**src/rtl/imem_loader.sv**
```systemverilog
// Byte-stream boot loader: receives a 16-bit little-endian word count followed by
// little-endian data words and writes them into instruction memory while holding the core.
// Optional trailing XOR checksum byte is enabled by defining LOADER_CHECKSUM_EN.
module imem_loader #(
    parameter logic [31:0] ADDR_BASE = 32'h0000_0000,
    parameter int unsigned MAX_WORDS = 64
) (
    input  logic        clk,
    input  logic        rst,
    input  logic        start,
    input  logic        in_valid,
    input  logic [7:0]  in_data,
    output logic        in_ready,
    output logic        imem_we,
    output logic [31:0] imem_addr,
    output logic [31:0] imem_wdata,
    output logic        cpu_hold,
    output logic        done,
    output logic        error
);

`ifdef LOADER_CHECKSUM_EN
    typedef enum logic [2:0] {IDLE, LEN0, LEN1, DATA, CHK, DONE, ERR} state_e;
`else
    typedef enum logic [2:0] {IDLE, LEN0, LEN1, DATA, DONE, ERR} state_e;
`endif

    localparam logic [15:0] MaxLen = 16'(MAX_WORDS);

    state_e      state_q;
    logic        in_ready_q;
    logic        imem_we_q;
    logic [31:0] imem_addr_q;
    logic [31:0] imem_wdata_q;
    logic        cpu_hold_q;
    logic        done_q;
    logic        error_q;
    logic [15:0] len_q;
    logic [15:0] word_idx_q;
    logic [1:0]  byte_cnt_q;
    logic [23:0] word_q;
`ifdef LOADER_CHECKSUM_EN
    logic [7:0]  chk_q;
`endif

    logic        xfer;
    logic [15:0] len_d;
    logic [31:0] word_d;
    logic [15:0] word_idx_d;

    assign xfer       = in_valid & in_ready_q;
    assign len_d      = {in_data, len_q[7:0]};
    assign word_d     = {in_data, word_q};
    assign word_idx_d = word_idx_q + 16'd1;

    always_ff @(posedge clk or negedge rst) begin
        if (!rst) begin
            state_q      <= IDLE;
            in_ready_q   <= 1'b0;
            imem_we_q    <= 1'b0;
            imem_addr_q  <= 32'd0;
            imem_wdata_q <= 32'd0;
            cpu_hold_q   <= 1'b0;
            done_q       <= 1'b0;
            error_q      <= 1'b0;
            len_q        <= 16'd0;
            word_idx_q   <= 16'd0;
            byte_cnt_q   <= 2'd0;
            word_q       <= 24'd0;
`ifdef LOADER_CHECKSUM_EN
            chk_q        <= 8'd0;
`endif
        end else begin
            imem_we_q <= 1'b0;
            case (state_q)
                IDLE, DONE, ERR: begin
                    if (start) begin
                        state_q    <= LEN0;
                        in_ready_q <= 1'b1;
                        cpu_hold_q <= 1'b1;
                        done_q     <= 1'b0;
                        error_q    <= 1'b0;
                        len_q      <= 16'd0;
                        word_idx_q <= 16'd0;
                        byte_cnt_q <= 2'd0;
`ifdef LOADER_CHECKSUM_EN
                        chk_q      <= 8'd0;
`endif
                    end
                end
                LEN0: begin
                    if (xfer) begin
                        len_q[7:0] <= in_data;
                        state_q    <= LEN1;
`ifdef LOADER_CHECKSUM_EN
                        chk_q      <= chk_q ^ in_data;
`endif
                    end
                end
                LEN1: begin
                    if (xfer) begin
                        len_q <= len_d;
`ifdef LOADER_CHECKSUM_EN
                        chk_q <= chk_q ^ in_data;
`endif
                        if (len_d > MaxLen) begin
                            state_q    <= ERR;
                            in_ready_q <= 1'b0;
                            error_q    <= 1'b1;
                        end else if (len_d == 16'd0) begin
`ifdef LOADER_CHECKSUM_EN
                            state_q    <= CHK;
`else
                            state_q    <= DONE;
                            in_ready_q <= 1'b0;
                            done_q     <= 1'b1;
                            cpu_hold_q <= 1'b0;
`endif
                        end else begin
                            state_q <= DATA;
                        end
                    end
                end
                DATA: begin
                    // The final write cycle runs with in_ready low; completion follows it.
                    if (word_idx_q == len_q) begin
`ifdef LOADER_CHECKSUM_EN
                        state_q    <= CHK;
                        in_ready_q <= 1'b1;
`else
                        state_q    <= DONE;
                        done_q     <= 1'b1;
                        cpu_hold_q <= 1'b0;
`endif
                    end else if (xfer) begin
                        byte_cnt_q <= byte_cnt_q + 2'd1;
`ifdef LOADER_CHECKSUM_EN
                        chk_q      <= chk_q ^ in_data;
`endif
                        case (byte_cnt_q)
                            2'd0: word_q[7:0]   <= in_data;
                            2'd1: word_q[15:8]  <= in_data;
                            2'd2: word_q[23:16] <= in_data;
                            default: begin
                                imem_we_q    <= 1'b1;
                                imem_wdata_q <= word_d;
                                imem_addr_q  <= ADDR_BASE + {14'd0, word_idx_q, 2'b00};
                                word_idx_q   <= word_idx_d;
                                if (word_idx_d == len_q) begin
                                    in_ready_q <= 1'b0;
                                end
                            end
                        endcase
                    end
                end
`ifdef LOADER_CHECKSUM_EN
                CHK: begin
                    if (xfer) begin
                        in_ready_q <= 1'b0;
                        if (in_data == chk_q) begin
                            state_q    <= DONE;
                            done_q     <= 1'b1;
                            cpu_hold_q <= 1'b0;
                        end else begin
                            state_q <= ERR;
                            error_q <= 1'b1;
                        end
                    end
                end
`endif
                default: begin
                    state_q    <= IDLE;
                    in_ready_q <= 1'b0;
                end
            endcase
        end
    end

    assign in_ready   = in_ready_q;
    assign imem_we    = imem_we_q;
    assign imem_addr  = imem_addr_q;
    assign imem_wdata = imem_wdata_q;
    assign cpu_hold   = cpu_hold_q;
    assign done       = done_q;
    assign error      = error_q;

endmodule

```
**config.mk**
```make
export PLATFORM = sky130hd
export DESIGN_NAME = imem_loader
export DESIGN_NICKNAME = d
export VERILOG_FILES = /design/src/rtl/imem_loader.sv
export SDC_FILE = /design/constraint.sdc
export NUM_CORES = 1
export LEC_CHECK = 0
export ABC_AREA = 1
export CAP_MARGIN = 20
export CORE_MARGIN = 2
export CORE_UTILIZATION = 50
export DETAILED_ROUTE_END_ITERATION = 12
export PLACE_DENSITY = 0.74
export REMOVE_ABC_BUFFERS = 1
export SLEW_MARGIN = 20
export SYNTH_ARGS = -nofsm -noshare
export SYNTH_HDL_FRONTEND = slang
export SYNTH_SLANG_ARGS = --single-unit
export TNS_END_PERCENT = 1
```
**constraint.sdc**
```tcl
create_clock -name clk -period 2.3 [get_ports clk]
set_clock_uncertainty 0.2 [all_clocks]
set_input_delay 0.23 -clock clk [delete_from_list [all_inputs] [get_ports clk]]
set_output_delay 0.23 -clock clk [all_outputs]
set_load 0.01 [all_outputs]
```
==> results_dict.tcl, run 1 <==
set metrics [dict create \
    status "finished clean" \
    drc 0 \
    relSlewSlack_pct 57.80 \
    ff2ff_path_depth 14 \
    wl_um 13880 \
    postLayoutCoreUtil_pct 64.81 \
    fin_tns_setup_ps 0 \
    ios 81 \
    synth_area_per_cell_um2 8.010 \
    clk-insertion-delay-late_ps 400 \
    synth-async-reset-ratio_pct 100.0 \
    drv_slew 0 \
    rrSetupSlack_ps 70 \
    drt-wirelength-per-cell_um 14.20 \
    postLayoutCellArea_mm2 0.007368 \
    grt_usage_pct 23.30 \
    cts_max_path_buffers 2 \
    ir_worst_vdd_mv 0.7140 \
    grt_pass1_vias 4855 \
    detailed_place_hpwl_um 9924 \
    area_delta_synth_final_pct 27.06 \
    fmaxAchievable_ghz 0.4481 \
    synth_edf_count 0 \
    cts_buffers 17 \
    hold_viol_final 0 \
    num_vias 4955 \
    yosys_warnings 0 \
    grt_max_degree 69 \
    cts.clk_slew.worst_paths_ps 50 \
    root_buffer "clkbuf_16" \
    antenna_left 0 \
    total_power_mw 7.364 \
    gp_congestion 0.9090 \
    mostFrequentLayoutCells "236 x nand2_1, 113 x dfrtp_1, 93 x o21ai_0" \
    rr_endpoint "in_ready" \
    drt-initial-drc-count 381 \
    placed_cell_area_mm2 0.006709 \
    critPathMaxFanout 5 \
    worstSetupStartpointType "register" \
    firstDrtPassIters 5 \
    critPathCaptureType "register" \
    crit_path_frequent_cell "nand2_1" \
    h-tree-depth 4 \
    rsz0062_at_grt "true" \
    overflow 0 \
    drv_cap 0 \
    start_util_pct 51.01 \
    die_area_mm2 0.01248 \
    final.setup.worst_slack_ps 68.32 \
    netlist_area_mm2 0.005799 \
    r2r_start "word_idx_q[1]" \
    post-place-ws_ps -114.0 \
    fin_crit_sh_pct 97.03 \
    ys.flop_type "dfrtp_1" \
    hp-class "in -> async" \
    core_area_mm2 0.01137 \
    max_stage_delay_ps 420 \
    p_per_area_mw_per_mm2 999.5 \
    syn_inst 724 \
    cts_setup_buffers 0 \
    grt_pass1_wl_um 23180 \
    cts_tree "yes" \
    viasPerCell 5.072 \
    die_y_um 111.7 \
    worstPathArrival_ps 2320 \
    cp_num_buf_inv 0 \
    antenna_found_initial 0 \
    antenna_cells 0 \
    synth_cell_types 31 \
    drive_gt1_share_pct 14.27 \
    path_cells "ha_1 -> nand2_2 -> nor2_4 -> nand2_1 -> nor2_2 -> nand2_1 -> nand2_1 -> nand2_1 -> nor2_1 -> nand3_1 -> nand2_1 -> nand2_1 -> nand2_1 -> nand2_1" \
    rows 39 \
    cts_sinks 114 \
    setup_violations 0 \
    slowest_stage "dfrtp_1" \
    ys_seq_area_share_pct 49.19 \
    power.leakage_nw 3.585 \
    tightest_slew_ps 632.3 \
    ys_ff_latch 114 \
    cp_top_family "simple AND/OR/NAND/NOR gates" \
    nets 839 \
    layout_commonest_cell "nand2_1" \
    criticalPathCategory "reg -> reg" \
    die_w_um 111.7 \
    timing.final.crit_period_ps 2232 \
    portBuffers 64 \
    crit_required_ps 2390 \
]
-- synth_stat cells (5+ instances only) --
| cell type | instances | area [µm²] |
|---|---|---|
| ha_1 | 5 | 62.56 |
| xnor2_1 | 8 | 70.07 |
| nand3_1 | 39 | 195.2 |
| buf_4 | 21 | 157.7 |
| inv_1 | 79 | 296.5 |
| nand4_1 | 11 | 68.82 |
| o21ai_2 | 10 | 87.58 |
| inv_2 | 14 | 52.55 |
| nand2_1 | 238 | 893.4 |
| buf_6 | 5 | 56.30 |
| dfrtp_1 | 114 | 2853 |
| nor2_1 | 38 | 142.6 |
| buf_2 | 8 | 40.04 |
| nor2_2 | 6 | 37.54 |
| xor2_1 | 12 | 105.1 |
| o21ai_0 | 93 | 465.5 |
-- metrics by stage --
step,hold slack [ps],std cells
2_1_floorplan,-265.6,701
3_3_place_gp,-10.83,945
3_5_place_dp,-1.434,945
4_1_cts,109.4,977
5_1_grt,147.7,977
6_report,116.6,977
-- per-layer routing --
layer	vias to the layer above	global-route usage [%]	share of wire, %	wire, µm
met5	-	0	0	0
met4	0	7.490	0.97	135
met3	10	5.226	4.5	623
met2	141	38.14	49	6828
met1	2376	31.07	45	6289
li1	2428	-	-	-
-- worst reg2reg max path, cell delays in order (launching register included) --
cell and delay (ps):
dfrtp_1 420, ha_1 240, nand2_2 110, nor2_4 160
nand2_1 170, nor2_2 170, nand2_1 70, nand2_1 70
nand2_1 50, nor2_1 120, nand3_1 110, nand2_1 80
nand2_1 60, nand2_1 60, nand2_1 40
-- report_power, final --
group | switching, mW | internal (mW)
Clock | 0.889 | 1.75
Sequential | 0.203 | 2.32
Combinational | 1.44 | 0.763
Total | 2.53 | 4.83
-- cells by family after synthesis --
group | Yosys count | share of synthesized area [%]
AO/OA/AOI/OAI | 111 | 10.55
XOR/XNOR | 20 | 3.021
adder cells (fa/ha/maj) | 5 | 1.079
buffers and inverters | 131 | 11.26
flip-flops | 114 | 49.19
other | 1 | 0.06466
AND/OR/NAND/NOR | 342 | 24.83
-- flip-flops by register name, indices dropped and copies added, names as in the netlist --
name and cells:
len_q 16, cpu_hold 1, word_idx_q 16, imem_addr 16
imem_wdata 32, byte_cnt_q 2, word_q 24, error 1
state_q 3, done 1, in_ready 1, imem_we 1
-- layout make-up --
cell class / instances / area [µm²]
fillers: 927 / 4001
well taps: 143 / 178.9
clock inverters: 10 / 133.9
multi-input cells: 494 / 2404
repair buffers: 102 / 988.4
inverters: 93 / 349.1
flip-flops and latches: 114 / 2854
clock buffers: 21 / 460.4
-- how the worst max path moves through the flow --
stage | from | cells past startpoint | endpoint | slack, ps
after CTS | word_idx_q[4] | 7 | word_q[13] | 20
after global placement | in_valid | 6 | word_q[6] | -60
after floorplan | word_idx_q[15] | 10 | word_idx_q[3] | 100
after detailed placement | in_valid | 6 | word_q[6] | -110
final | word_idx_q[1] | 14 | in_ready | 70
after global routing | word_idx_q[0] | 14 | in_ready | -70
-- repair_timing --
item | in CTS | in global routing
pin swaps | 0 | 1
endpoints found under the hold margin | 46 | 0
hold buffers | 1 | 0
setup endpoints to repair | 9 | 57
cloned | 0 | 0
resized for setup | 3 | 11
No activity file was read; power rests on OpenSTA's default activity.
==> run 2: changes to the inputs <==
Settings changed: SKIP_CTS_REPAIR_TIMING set to 1.
==> run 2 against run 1 <==
  * Highest routed layer unchanged
  * Setup slack worse by 51 ps
  * Hold slack better by 2.4 ps
  * Total power hardly changed
  * Critical path depth stayed put
  * Non-clock buffer count stayed put
  * Utilization hardly changed
  * Sequential power hardly changed
  * Routed wire length hardly changed
  * Die area stayed put
  * Register-to-register slack worse by 50 ps
==> results_dict.tcl, run 2 (same netlist as run 1, synthesis figures left out) <==
set metrics [dict create \
    overflow 0 \
    firstDrtPassIters 5 \
    fmaxAchievable_ghz 0.4380 \
    antenna_cells 0 \
    slowest_stage "dfrtp_1" \
    post-place-ws_ps -114.0 \
    ir_worst_vdd_mv 0.7130 \
    layout_commonest_cell "nand2_1" \
    drt-wirelength-per-cell_um 14.19 \
    fin_cells 977 \
    startpoint "word_idx_q[1]" \
    h-tree-depth 4 \
    die_area_mm2 0.01248 \
    die_y_um 111.7 \
    cp_num_buf_inv 0 \
    setup_violations 0 \
    grt_pass1_vias 4841 \
    tightest_slew_ps 676.4 \
    nets 839 \
    timing.final.crit_period_ps 2283 \
    area_delta_synth_final_pct 26.97 \
    antenna_found_initial 0 \
    place_inst 945 \
    grt_pass1_wl_um 23140 \
    num_vias 4957 \
    critPathMaxFanout 5 \
    hp-class "in -> async" \
    total_power_mw 7.363 \
    largest_reg_flops 32 \
    cts_max_path_buffers 2 \
    critPathCaptureType "register" \
    cp.depth 14 \
    grt_max_degree 69 \
    grt_usage_pct 23.26 \
    drt-initial-drc-count 398 \
    worstSetupStartpointType "register" \
    drv_slew 0 \
    mostFrequentLayoutCells "237 x nand2_1, 113 x dfrtp_1, 93 x o21ai_0" \
    final.setup.worst_slack_ps 17.14 \
    max_stage_delay_ps 420 \
    crit_path_frequent_cell "nand2_1" \
    r2r_start "word_idx_q[1]" \
    power.leakage_nw 3.584 \
    rows 39 \
    hold_viol_final 0 \
    drv_cap 0 \
    status "finished clean" \
    detailed_place_hpwl_um 9924 \
    fin_crit_sh_pct 99.25 \
    antenna_left 0 \
    worstPathArrival_ps 2370 \
    rsz0062_at_grt "true" \
    die_w_um 111.7 \
    cp_top_family "simple AND/OR/NAND/NOR gates" \
    criticalPathCategory "reg -> reg" \
    relSlewSlack_pct 54.86 \
    gp_congestion 0.9090 \
    ios 81 \
    clk-insertion-delay-late_ps 400 \
    cts.clk_slew.worst_paths_ps 50 \
    root_buffer "clkbuf_16" \
    cts_tree "yes" \
    cts_buffers 17 \
    start_util_pct 51.01 \
    path_cells "ha_1 -> nand2_1 -> nor2_4 -> nand2_1 -> nor2_2 -> nand2_1 -> nand2_1 -> nand2_1 -> nor2_1 -> nand3_1 -> nand2_1 -> nand2_1 -> nand2_1 -> nand2_1" \
    ff2ff_path_depth 14 \
    crit_required_ps 2390 \
    cts_sinks 114 \
    viasPerCell 5.074 \
    drc 0 \
    wl_um 13870 \
    p_per_area_mw_per_mm2 999.9 \
    drive_gt1_share_pct 14.03 \
    portBuffers 64 \
    core_area_mm2 0.01137 \
]
run 2: cell count changes in the layout (fill, tap and decap cells not counted):
cell / previous run / this run
nor2_2: 13 / 12
nor2_1: 31 / 32
nand2_2: 2 / 1
nand2_1: 236 / 237
run 2: final cells by class:
| class | instances | area [µm²] |
|---|---|---|
| Clock buffer | 21 | 460.4 |
| Timing Repair Buffer | 102 | 988.4 |
| Clock inverter | 10 | 133.9 |
| Sequential cell | 114 | 2854 |
| Inverter | 93 | 349.1 |
| Fill cell | 930 | 4006 |
| Tap cell | 143 | 178.9 |
| Multi-Input combinational cell | 494 | 2399 |
run 2: worst paths after layout:
path,end,slack [ps]
worst max-delay path,in_ready,20
worst min-delay path,word_q[5],120
worst max register to register,in_ready,20
worst min register to register,imem_wdata[11],280
max in group asynchronous,word_idx_q[0],1060
min in group clk,imem_wdata[29],240
run 2: power breakdown:
part | internal (mW) | switching [mW]
registers | 2.32 | 0.202
clock network | 1.75 | 0.890
logic | 0.763 | 1.44
total | 4.83 | 2.53
run 2: metrics by stage:
stage                     setup TNS, ps  util (%)  instance area (µm²)  hold WS (ps)
after global routing             -273.7     64.76                 7363         147.7
final                                 0     64.76                 7363         119.0
after CTS                        -587.2     64.23                 7303        -434.8
after detailed placement         -799.6     59.01                 6709        -1.434
after floorplan                       0         -                 5552        -265.6
after global placement           -273.0     59.01                 6709        -10.83
run 2: routing by layer:
layer  part of all wire [%]  track usage (%)
met1                     45            31.14
met2                     49            37.90
met3                    4.5            5.171
met4                   0.93            7.572
met5                      0                0
==> run 3: changes to the inputs <==
Settings changed: SETUP_SLACK_MARGIN set to 0.4.
==> run 3 against run 2 <==
  * Fmax is 2.9% higher
  * Hold slack worse by 6.2 ps
  * Flip-flop and latch count unchanged
  * Highest routed layer unchanged
  * Non-clock buffer count rose by 13
  * Clock-buffer cell count did not move
  * Cell area is 4.0% higher
==> results_dict.tcl, run 3 (same netlist as run 1, synthesis figures left out) <==
set metrics [dict create \
    rows 39 \
    die_y_um 111.7 \
    ir_worst_vdd_mv 0.7508 \
    antenna_cells 0 \
    hold_viol_final 0 \
    pwr-share-seq_pct 33.0 \
    p_sw_mw 2.692 \
    grt_max_degree 69 \
    cts_buffers 17 \
    place_inst 945 \
    drv_cap 0 \
    drv_slew 0 \
    seq_area_mm2 0.002859 \
    firstDrtPassIters 6 \
    multiInputGateArea_mm2 0.002520 \
    status "finished clean" \
    die_w_um 111.7 \
    timing.final.crit_period_ps 2218 \
    criticalPathCategory "reg -> reg" \
    antenna_left 0 \
    fmaxAchievable_ghz 0.4509 \
    cts_tree "yes" \
    p_comb_share_pct 32.9 \
    worstPathArrival_ps 2310 \
    cts_sinks 114 \
    grt_usage_pct 23.26 \
    fin_tns_setup_ps 0 \
    grt_pass1_vias 4841 \
    antenna_found_initial 0 \
    fillers 881 \
    num_vias 5088 \
    grt_pass1_wl_um 23140 \
    intPower_mw 5.024 \
    critPathCaptureType "register" \
    switching_share_pct 34.89 \
    gp_congestion 0.9090 \
    cts_max_path_buffers 2 \
    rsz0062_at_grt "true" \
    drt-initial-drc-count 422 \
    root_buffer "clkbuf_16" \
    mostFrequentLayoutCells "231 x nand2_1, 109 x dfrtp_1, 91 x o21ai_0" \
    die_area_mm2 0.01248 \
    cts.clk_slew.worst_paths_ps 50 \
    tightest_slew_ps 680.4 \
    drt-wirelength-per-cell_um 15.24 \
    fin_crit_sh_pct 96.42 \
    portBuffers 64 \
    largest_reg_flops 32 \
    ios 81 \
    drive_gt1_share_pct 18.28 \
    detailed_place_hpwl_um 9924 \
    hp-class "in -> async" \
    h-tree-depth 4 \
    relSlewSlack_pct 54.59 \
    fin_cells 991 \
    setup_violations 0 \
    power.leakage_nw 3.698 \
    wl_um 15110 \
    holdWs_ps 112.8 \
    viasPerCell 5.134 \
    area_delta_synth_final_pct 32.00 \
    clk-insertion-delay-late_ps 410 \
    drc 0 \
    critPathMaxFanout 6 \
    postLayoutCoreUtil_pct 67.33 \
    nets 853 \
    overflow 0 \
    p_per_area_mw_per_mm2 1008 \
    p_clk_share_pct 34.2 \
    start_util_pct 51.01 \
    layout_commonest_cell "nand2_1" \
    crit_required_ps 2400 \
    core_area_mm2 0.01137 \
    worstSetupStartpointType "register" \
]
==> run 3: area by class of cell <==
| cell class | instances | share of cell area (%) |
|---|---|---|
| flip-flops and latches | 114 | 37.35 |
| repair buffers | 115 | 14.97 |
| multi-input cells | 495 | 32.92 |
| clock buffers | 21 | 6.015 |
| clock inverters | 10 | 1.749 |
| well taps | 143 | 2.337 |
| inverters | 93 | 4.658 |
==> run 3: metrics by stage <==
step	total power, mW	area (µm²)	worst slack (ps)
after global routing	8.110	7655	-7.647
after floorplan	3.897	5552	96.59
final	7.716	7655	82.27
after CTS	7.332	7303	-112.9
after detailed placement	4.682	6709	-114.0
after global placement	4.626	6709	-59.99
==> run 3: power by group through the flow <==
| stage | logic (mW) | registers (mW) | clock network, mW |
|---|---|---|---|
| floorplan | 1.38 | 2.51 | 0 |
| finish | 2.54 | 2.54 | 2.64 |
| detailed placement | 2.13 | 2.55 | 0 |
| global route | 2.78 | 2.57 | 2.76 |
| global placement | 2.08 | 2.54 | 0 |
| CTS | 2.15 | 2.52 | 2.66 |
==> run 3: layer usage <==
metal	wire (µm)	up-vias	global-route usage (%)	part of all wire, %
met5	0	-	0	0
met4	265	0	7.572	1.8
met3	820	22	5.171	5.4
met2	7395	172	37.90	49
met1	6625	2425	31.14	44
li1	-	2469	-	-
==> run 3: worst paths after layout <==
check / from / endpoint / slack, ps / cells past startpoint
worst min-delay path: rst / word_q[5] / 110 / 2
max in group asynchronous: rst / word_idx_q[0] / 1050 / 3
min in group clk: in_data[7] / imem_wdata[31] / 250 / 3
worst min register to register: imem_wdata[3] / imem_wdata[3] / 280 / 2
worst max register to register: word_idx_q[0] / word_idx_q[4] / 80 / 11
worst max-delay path: word_idx_q[0] / word_idx_q[4] / 80 / 11
==> run 3: worst max-delay path: stages (launching register included) <==
cell and delay [ps]:
dfrtp_2 460, xnor2_2 220, nand3_1 110, nor2_2 180, nand4_2 150, nand2_4 160, buf_6 130, nand2_4 50
nand3_4 110, buf_12 150, nand2_1 60, o21ai_0 110
==> RTL change (settings of run 2) <==
The 6 states of `state_e` get a Gray code encoding in 3 bits.
--- a/src/rtl/imem_loader.sv
+++ b/src/rtl/imem_loader.sv
@@ -22,7 +22,7 @@
 `ifdef LOADER_CHECKSUM_EN
     typedef enum logic [2:0] {IDLE, LEN0, LEN1, DATA, CHK, DONE, ERR} state_e;
 `else
-    typedef enum logic [2:0] {IDLE, LEN0, LEN1, DATA, DONE, ERR} state_e;
+    typedef enum logic [2:0] {IDLE = 3'b000, LEN0 = 3'b001, LEN1 = 3'b011, DATA = 3'b010, DONE = 3'b110, ERR = 3'b111} state_e;
 `endif
 
     localparam logic [15:0] MaxLen = 16'(MAX_WORDS);
Check against the original RTL: same outputs for any inputs over 4 cycles, from zero or initial values and one cycle with rst low; so few cycles prove little.
==> RTL change against run 2 <==
  * Worst setup slack better by 0.17 ns
  * Global-route usage up 2.5 points
  * Sequential power up 5%
  * Total power up 7.7%
  * Wire length up 12%
  * Sequential cell count unchanged
  * First-iteration DRC count up 37%
  * Synthesized cell count up 3.6%
  * Hold slack worse by 0.016 ns
  * Area after synthesis up 0.32%
  * Cell area up 0.56%
==> RTL change: results (changes against run 2) <==
status=complete, no violations; Leak=3.85 nW (+7.5%); largest net degree at the start of global routing=53 (-23%); Net Sw Power=0.00287 W (+14%); fillers=952 (+2.4%); Initial DRC Count=544 (+37%); number of global-route vias before repair=5051 (+4.3%); drt first pass iters=5 (unchanged); Total Nets Final=856 (+2.0%); placed inst area=0.00678 mm2 (+1.0%); number of placed instances, taps included=961 (+1.7%); CP Launch Point=word_idx_q[14]; top cells by count, synth=263 x nand2_1, 114 x dfrtp_1, 108 x nand3_1, 61 x inv_1, 47 x nor2_1; RR Endpoint=imem_wdata[2]; maximum VDD drop=914 uV (+28%); Via Count=5210 (+5.1%); initial antenna violation count=0 (unchanged); diode count=0 (unchanged); RePlAce Congestion=0.881 (-3.1%); Tightest Pin Transition=0.563 ns (-0.113 ns); critical path arrival=2.27 ns (-0.10 ns); global-route wire length before repair=25.3 mm (+9.2%); R2R cell count=11 (-3); Synth area leaders=dfrtp_1 49%, nand2_1 17%, nand3_1 9.3%; Mean Syn Cell Area=7.76 um2 (-3.2%); library cells used by synthesis=29 (-6.5%); worst hold slack=0.103 ns (-0.0155 ns); Clk pin slew, worst setup/hold paths=0.05 ns (about the same); reg2reg setup slack=0.18 ns (+0.17 ns); crit-path max FO=31 (+26); Seq/Total Area, Yosys=0.490 (-0.00159); Vias/cell=5.25 (+3.4%); Post-Route WL=15.6 mm (+12%); GRT Total Usage=0.257 (+0.0247)
-- RTL change: stage by stage --
| step | utilization | total power, W | setup slack, ns | TNS, ns |
|---|---|---|---|---|
| 2_1_floorplan | - | 0.00419 | -1.16 | -60.58 |
| 3_3_place_gp | 0.596 | 0.00519 | 0.0724 | 0 |
| 3_5_place_dp | 0.596 | 0.00526 | 0.110 | 0 |
| 4_1_cts | 0.648 | 0.00792 | 0.101 | 0 |
| 5_1_grt | 0.651 | 0.00841 | -0.00920 | -0.00920 |
| 6_report | 0.651 | 0.00793 | 0.183 | 0 |
-- RTL change: cells by family after synthesis --
| logic type | count (synthesis) | share of synthesized area |
|---|---|---|
| DFF | 114 | 0.490 |
| xor gates and xnor gates | 22 | 0.0331 |
| buffers and inverters | 111 | 0.0908 |
| other | 1 | 0.000645 |
| AOI/OAI and AO/OA | 48 | 0.0437 |
| and+or+nand+nor | 449 | 0.331 |
| adders and majority gates | 5 | 0.0108 |
-- RTL change: layout make-up --
class,count,share of cell area
clock buffer,19,0.0612
tap,143,0.0242
sequential,114,0.386
multi-input combinational,540,0.339
inverter,62,0.0321
clock inverter,11,0.0186
timing repair buffer,104,0.139
-- RTL change: routing by layer --
| metal | vias to the layer above | global-route usage | wire length, um |
|---|---|---|---|
| li1 | 2530 | - | - |
| met2 | 152 | 0.395 | 7390 |
| met5 | - | 0 | 0 |
| met3 | 21 | 0.0544 | 783 |
| met4 | 0 | 0.0856 | 197 |
| met1 | 2507 | 0.367 | 7190 |
-- RTL change: worst min path at each step --
stage | startpoint | to | slack, ns | depth (start not counted)
final | rst | word_idx_q[11] | 0.10 | 2
after global routing | rst | word_idx_q[11] | 0.16 | 2
after CTS | rst | word_idx_q[11] | -0.43 | 1
after detailed placement | rst | word_idx_q[11] | 0.007 | 1
after global placement | rst | imem_addr[15] | 0.003 | 1
after floorplan | rst | byte_cnt_q[0] | -0.27 | 0
-- RTL change: worst max-delay path: stages (launching register included) --
cell and delay [ns]:
dfrtp_1 0.44, xor2_1 0.21, nor2_1 0.14, nand2_1 0.08, nor2_1 0.13, nand4_2 0.15, nand2_4 0.15, inv_6 0.11
nand2_4 0.11, buf_12 0.18, nand2_1 0.09, nand2_1 0.06
-- RTL change: power by group through the flow --
stage	Sequential, W	Clock, W	Combinational (W)
detailed placement	0.00266	0	0.00259
floorplan	0.00261	0	0.00158
finish	0.00265	0.00262	0.00265
global placement	0.00265	0	0.00254
CTS	0.00264	0.00267	0.00261
global route	0.00269	0.00276	0.00296
